--- config.mk ---
export PLATFORM = sky130hd
export DESIGN_NAME = pipe_stage_reg
export DESIGN_NICKNAME = d
export VERILOG_FILES = /design/src/rtl/pipe_pkg.sv /design/src/rtl/pipe_data_reg.sv /design/src/rtl/pipe_stage_reg.sv
export SDC_FILE = /design/constraint.sdc
export NUM_CORES = 1
export LEC_CHECK = 0
export ABC_AREA = 1
export BUFFER_PORTS_ARGS = -buffer_cell sky130_fd_sc_hd__buf_2
export CAP_MARGIN = 20
export CORE_ASPECT_RATIO = 1.25
export CORE_MARGIN = 2
export CORE_UTILIZATION = 54
export DETAILED_ROUTE_END_ITERATION = 8
export PLACE_DENSITY = 0.8
export SETUP_SLACK_MARGIN = 0.15
export SYNTH_ARGS = -nofsm -noshare
export SYNTH_HDL_FRONTEND = slang
export SYNTH_SLANG_ARGS = --single-unit
--- constraint.sdc ---
create_clock -name clk -period 19.41 [get_ports clk]
set_input_delay 1.941 -clock clk [delete_from_list [all_inputs] [get_ports clk]]
set_output_delay 1.941 -clock clk [all_outputs]
set_load 0.02 [all_outputs]
--- src/rtl/pipe_pkg.sv ---
// Shared mode selectors and occupancy-state encoding for pipe_stage_reg and
// anything that needs to reason about its internal state.
package pipe_pkg;

  localparam int MODE_BYPASS = 0;
  localparam int MODE_REG1   = 1;
  localparam int MODE_SKID   = 2;

  typedef enum logic [1:0] {
    ST_EMPTY = 2'd0,
    ST_BUSY  = 2'd1,
    ST_FULL  = 2'd2
  } state_e;

  // Number of valid entries held in a given occupancy state.
  function automatic logic [1:0] state_count(input state_e st);
    case (st)
      ST_BUSY: return 2'd1;
      ST_FULL: return 2'd2;
      default: return 2'd0;
    endcase
  endfunction

endpackage

--- src/rtl/pipe_data_reg.sv ---
// W-bit load-enable payload register with asynchronous reset to RST_VAL.
module pipe_data_reg #(
  parameter int           W       = 224,
  parameter logic [W-1:0] RST_VAL = '0
) (
  input  logic         clk,
  input  logic         rst,
  input  logic         load_i,
  input  logic [W-1:0] d_i,
  output logic [W-1:0] q_o
);

  logic [W-1:0] data_q;

  always_ff @(posedge clk or posedge rst) begin
    if (rst) begin
      data_q <= RST_VAL;
    end else if (load_i) begin
      data_q <= d_i;
    end
  end

  assign q_o = data_q;

endmodule

--- src/rtl/pipe_stage_reg.sv ---
// Valid/ready pipeline stage: combinational bypass, single-entry register,
// or two-entry skid buffer whose s_ready is fully registered.
module pipe_stage_reg
  import pipe_pkg::*;
#(
  parameter int           W       = 224,
  parameter int           MODE    = MODE_SKID,
  parameter logic [W-1:0] RST_VAL = '0
) (
  input  logic         clk,
  input  logic         rst,
  input  logic         s_valid,
  output logic         s_ready,
  input  logic [W-1:0] s_data,
  output logic         m_valid,
  input  logic         m_ready,
  output logic [W-1:0] m_data,
  input  logic         flush,
  output logic [1:0]   count
);

  if (MODE == MODE_BYPASS) begin : g_bypass

    logic unused_ok;
    assign unused_ok = ^{clk, rst};

    assign s_ready = m_ready;
    assign m_valid = s_valid & ~flush;
    assign m_data  = s_data;
    assign count   = 2'd0;

  end else if (MODE == MODE_REG1) begin : g_reg1

    logic         full_q;
    logic         full_d;
    logic         rdy_q;
    logic         acc;
    logic         out_xfer;
    logic [W-1:0] main_q;

    // rdy_q keeps s_ready low until the first edge after reset releases.
    assign m_valid  = full_q & ~flush;
    assign s_ready  = rdy_q & (~full_q | m_ready);
    assign acc      = s_valid & s_ready & ~flush;
    assign out_xfer = m_valid & m_ready;

    always_comb begin
      full_d = full_q;
      if (flush) begin
        full_d = 1'b0;
      end else if (acc) begin
        full_d = 1'b1;
      end else if (out_xfer) begin
        full_d = 1'b0;
      end
    end

    always_ff @(posedge clk or posedge rst) begin
      if (rst) begin
        full_q <= 1'b0;
        rdy_q  <= 1'b0;
      end else begin
        full_q <= full_d;
        rdy_q  <= 1'b1;
      end
    end

    pipe_data_reg #(
      .W       (W),
      .RST_VAL (RST_VAL)
    ) u_main (
      .clk    (clk),
      .rst    (rst),
      .load_i (acc),
      .d_i    (s_data),
      .q_o    (main_q)
    );

    assign m_data = main_q;
    assign count  = {1'b0, full_q};

  end else begin : g_skid

    state_e       state_q;
    logic         s_ready_q;
    logic         acc;
    logic         out_xfer;
    logic         main_load;
    logic         skid_load;
    logic [W-1:0] main_d;
    logic [W-1:0] main_q;
    logic [W-1:0] skid_q;

    assign m_valid  = (state_q != ST_EMPTY) & ~flush;
    assign acc      = s_valid & s_ready_q & ~flush;
    assign out_xfer = m_valid & m_ready;

    // The skid entry only fills when the main entry is stalled; on drain it
    // slides forward so m_data always comes from the main entry.
    always_comb begin
      main_load = 1'b0;
      skid_load = 1'b0;
      main_d    = s_data;
      case (state_q)
        ST_EMPTY: main_load = acc;
        ST_BUSY: begin
          main_load = acc & out_xfer;
          skid_load = acc & ~out_xfer;
        end
        ST_FULL: begin
          main_load = out_xfer;
          main_d    = skid_q;
        end
        default: ;
      endcase
    end

    always_ff @(posedge clk or posedge rst) begin
      if (rst) begin
        state_q   <= ST_EMPTY;
        s_ready_q <= 1'b0;
      end else if (flush) begin
        state_q   <= ST_EMPTY;
        s_ready_q <= 1'b1;
      end else begin
        case (state_q)
          ST_EMPTY: begin
            if (acc) state_q <= ST_BUSY;
            s_ready_q <= 1'b1;
          end
          ST_BUSY: begin
            if (acc && !out_xfer) begin
              state_q   <= ST_FULL;
              s_ready_q <= 1'b0;
            end else begin
              if (out_xfer && !acc) state_q <= ST_EMPTY;
              s_ready_q <= 1'b1;
            end
          end
          ST_FULL: begin
            if (out_xfer) begin
              state_q   <= ST_BUSY;
              s_ready_q <= 1'b1;
            end else begin
              s_ready_q <= 1'b0;
            end
          end
          default: begin
            state_q   <= ST_EMPTY;
            s_ready_q <= 1'b1;
          end
        endcase
      end
    end

    pipe_data_reg #(
      .W       (W),
      .RST_VAL (RST_VAL)
    ) u_main (
      .clk    (clk),
      .rst    (rst),
      .load_i (main_load),
      .d_i    (main_d),
      .q_o    (main_q)
    );

    pipe_data_reg #(
      .W       (W),
      .RST_VAL (RST_VAL)
    ) u_skid (
      .clk    (clk),
      .rst    (rst),
      .load_i (skid_load),
      .d_i    (s_data),
      .q_o    (skid_q)
    );

    assign s_ready = s_ready_q;
    assign m_data  = main_q;
    assign count   = state_count(state_q);

  end

endmodule

* Yosys cells after proc, flatten, opt, wreduce, memory -nomap -nowiden
Index checks and enable logic that the tools add are counted.
W data, S select, Z words.
** Storage, ports and cells
- Register bits after elaboration :: 451
- Bits of input ports :: 229
- Output and inout port bits :: 228
- Word-level logic and storage cells :: 38
** Operators by class
- Equal/unequal tests :: 5
- Mux-type cells :: 14
- Bitwise logic cells :: 8
- Reduce and logical (&&, ||, !) cells :: 7
** Operators with widths (count)
- $mux W224 :: 1
- $mux W2 :: 5
- $and A1 B1 Y1 :: 6
- $ne A3 B3 Y1 const B :: 2
- $pmux W2 S3 :: 1
- $mux W1 :: 4
- $ne A4 B4 Y1 const B :: 1
- $pmux W2 S2 :: 1
- $pmux W1 S3 :: 1
- $reduce_and A3 Y1 :: 1
- $eq A2 B1 Y1 const B :: 1
- $eq A2 B2 Y1 const B :: 1
- $logic_and A1 B1 Y1 :: 2
- $logic_not A1 Y1 :: 2
- $logic_not A2 Y1 :: 1
- $not A1 Y1 :: 2
- $pmux W1 S2 :: 1
- $reduce_bool A2 Y1 :: 1

* Longest topological paths before layout
- Depth in word-level cells :: 8
- Gate-level depth with buffers :: 12
- Mapped depth without buffers :: 10

* Cells and area by module
From an unflattened synthesis, not the netlist that was laid out.
** Second synthesis, totals
- Cells, all modules :: 2186
- Area, all modules :: 20601.0 µm²
** By module, submodules not included
- pipe_data_reg :: times used 2, cells each 947, area an instance 8510.7 µm², seq. area each 5605.4 µm²
- pipe_stage_reg :: times used 1, cells each 292, area an instance 3579.7 µm², seq. area each 75.1 µm²

* Worst setup path after synthesis
Ideal clock, no wire load.
- Kind :: input-to-output
- Start point :: input port flush
- End point :: output port m_valid
- Arrival :: 2113 ps
- Data required time :: 17469 ps
- Path slack :: 15356 ps
- Stages on the path :: 1
- Buffers on the path :: 0
- Cell sequence :: nor2_4
** Between the ends
- Word-level cells in the longest chain between the ends :: 2
** RTL lines
- from (decl) :: RTL line pipe_stage_reg.sv:18 : input logic flush,
- $not A1 Y1 :: RTL line pipe_stage_reg.sv:94 : assign m_valid = (state_q != ST_EMPTY) & ~flush;
- $and A1 B1 Y1 :: RTL line pipe_stage_reg.sv:94
- to (decl) :: RTL line pipe_stage_reg.sv:15 : output logic m_valid,
No other way between the ends.

* Final worst setup path
- Start point :: input port flush
- End point :: register g_skid.u_main.data_q[179] (netlist: g_skid.u_main.q_o[179])
** Between the ends
- Word-level cells in the longest chain between the ends :: 5
- Elaborated cells between the ends (all ways) :: 6
- Those cells by class :: 1 x mux; 5 x bitwise
** RTL lines
- $not A1 Y1 * :: RTL line pipe_stage_reg.sv:94, pipe_stage_reg.sv:95
- $and A1 B1 Y1 :: RTL line pipe_stage_reg.sv:94
- $and A1 B1 Y1 :: RTL line pipe_stage_reg.sv:96 : assign out_xfer = m_valid & m_ready;
- $and A1 B1 Y1 :: RTL line pipe_stage_reg.sv:107 : main_load = acc & out_xfer;
- $pmux W1 S3 * :: RTL line pipe_stage_reg.sv:104 : case (state_q)
- to (signal assigned) :: RTL line pipe_data_reg.sv:19 : data_q <= d_i;
- to (decl) :: RTL line pipe_data_reg.sv:13 : logic [W-1:0] data_q;
Every way passes the cells marked *; elsewhere a longest branch is shown, timed or not.
A chain may end at the register's enable or synchronous reset.

==> metrics.txt <==
setup_tns=0 ns; post-CTS sizing=0; Final Worst Setup Slack=14.82 ns; arrival time worst endpoint=5.07 ns; unrepaired setup endpoints after global routing=false; Async S/R FF share, synth=100.0%; FF-to-FF Start=g_skid.state_q[0]; die width=175.8 µm; post-route cell area=23740 µm²; number of global-route vias before repair=17.26k; largest net degree at the start of global routing=185; clock skew=0.01510 ns; CTS Buf Count=45; Die ar.=38440 µm²; Hold Vio Cnt, Final=0; DRT Pass-1 Iters=6; EDFF count, synth=0; Comb power frac=33.0%; most common library cells after synthesis=nand2_1, dfrtp_1, o21ai_0, inv_1, nand3_1; Crit. End Element=flip-flop; Post-CTS Setup Bufs=0; grt ovf=0; reg-to-reg endpoint=g_skid.u_main.q_o[179]; syn_nets=2690; sw power=0.001474 W; Area contributors post-synth=dfrtp_1, nand2_1, o21ai_0; Seq pwr share=43.7%; global-route wire length before repair=86020 µm; post-synth top area share=56.67%; Period Utilization, post-route=23.64%; Post-Synthesis Cell Area=19920 µm²; hpwl dp=33640 µm; minimum clock period=4.588 ns; sw frac=39.20%; Hold Startpoint=g_skid.u_main.q_o[72]; Min Hold Slack=0.4640 ns; H-Tree Level Count=2; Gate Count Post-Synth=2456; GP Congestion=0.8624; Max-cap violations=0; flop2flop setup slack=15.49 ns; Distinct cells, synth=18; P per Cell Area=158.3 nW/µm²; Util after Layout=65.40%; Hold Path End=g_skid.u_main.q_o[72]; Max Clk Rate=218.0 MHz; Post-DRT Antenna Nets=0; R2R depth=11; Post-Syn Area per Cell=8.109 µm²; row count=78; Clock Root Buffer=clkbuf_16; Worst Tran Pin Value=1.085 ns; CTS Hold Bufs=0; Hold Path Stages=2; drt initial violations=1592; die span in y=218.7 µm; Area Overhead vs Synth=19.22%; layout cells sized above 1=19.39%; pre-CTS setup slack=14.29 ns; CP required=19.89 ns; # DRC=0; PortBufs=456; CP max FO=131; initial antenna violation count=9; Routed Wire Length=53780 µm; Starting Density=54.86%; CTS tree=done; HP Class=reg -> reg; WL per Instance=16.19 µm; post-synthesis register bit count=451; placed cell area=22150 µm²; Sink Count=451; fillers=3034; Worst-path clk slew=0.06 ns; # IOs=457; most common cell in the netlist=nand2_1; Cell Int Power=0.002286 W; power share of the clock group=23.3%; Core Footprint=36300 µm²; VDD IR max=0.1337 mV; Overall Global Routing Usage=27.56%; DR vias/cell=5.352; Final nets=3040; via count=17.78k; Static Leak=12.94 nW; Clock Path Buffers=3; Slew HR=27.64%; Slew Limit Fails=0; status=finished clean; crit path kind=in -> reg; final setup fails=0; area leader, netlist=dfrtp_1; ys flop type=dfrtp_1; Ys Warns=0; Clock Latency Late Sink=0.56 ns; post-synthesis sequential area ratio=56.67%; Startpoint Class=input port
[stage by stage]
| stage | std cells | power [W] |
|---|---|---|
| after floorplan | 2456 | 0.002429 |
| after detailed placement | 3235 | 0.002881 |
| after global routing | 3322 | 0.004002 |
| final | 3322 | 0.003759 |
| after CTS | 3313 | 0.003768 |
| after global placement | 3235 | 0.002819 |
[routing by layer]
metal  share of wire (%)  track usage (%)
met2                  49            45.30
met4                 5.1            14.82
met5               0.097                0
met1                  39            34.83
met3                 6.9            4.958
[state kept, by name, summed over array words and instances, names as in the netlist]
name               count
g_skid.u_main.q_o    224
g_skid.u_skid.q_o    224
g_skid.state_q         2
s_ready                1
[worst max path at each step]
stage | endpoint | slack [ns] | startpoint
after floorplan | g_skid.state_q[0] | 4.90 | rst
after global placement | g_skid.u_main.q_o[21] | 14.42 | flush
after detailed placement | g_skid.u_skid.q_o[129] | 14.29 | flush
after CTS | g_skid.u_skid.q_o[93] | 14.85 | flush
after global routing | g_skid.u_main.q_o[216] | 14.57 | flush
final | g_skid.u_main.q_o[179] | 14.82 | flush
[power groups by stage]
stage	combinational, W	clock (W)	sequential (W)
after floorplan	0.000587	0	0.00184
after detailed placement	0.00124	0	0.00164
after global routing	0.00139	0.000928	0.00168
after global placement	0.00119	0	0.00163
final	0.00124	0.000875	0.00164
after CTS	0.00125	0.000887	0.00164
[kinds of logic after synthesis]
family / count (synthesis) / share of synthesized area [%]
fa+ha+maj: 5 / 0.3141
compound gates: 451 / 11.35
flops: 451 / 56.67
simple gates: 1147 / 23.21
buf+inv: 402 / 8.462
[worst max-delay path, stage by stage]
cell and delay [ns]:
buf_2 0.15, nor2_4 0.06, nand3_1 0.08, nand2_1 0.06, nand2_1 0.15, nand2_8 0.46
nand2_8 0.83, buf_4 0.95, nand2_1 0.12, nand2_1 0.11
[cell type report]
class | instances | area (µm²) | area share, %
Antenna cell | 5 | 12.51 | 0.05270
Clock buffer | 64 | 1310 | 5.517
Clock inverter | 14 | 162.7 | 0.6850
Inverter | 231 | 879.6 | 3.704
Multi-Input combinational cell | 1603 | 6983 | 29.41
Sequential cell | 451 | 11290 | 47.53
Tap cell | 480 | 600.6 | 2.529
Timing Repair Buffer | 474 | 2510 | 10.57
[placed cells by master (no fill, tap or decap), types with 7 or more instances in the layout]
master | synthesis | layout
buf_4 | 5 | 13
clkbuf_1 | 86 | 10
buf_2 | 66 | 456
nand2_1 | 910 | 910
inv_1 | 230 | 229
dfrtp_1 | 451 | 451
o21ai_0 | 450 | 450
clkbuf_16 | 0 | 47
clkbuf_8 | 0 | 7
nand3_1 | 229 | 229
No activity file was read; power rests on OpenSTA's default activity.
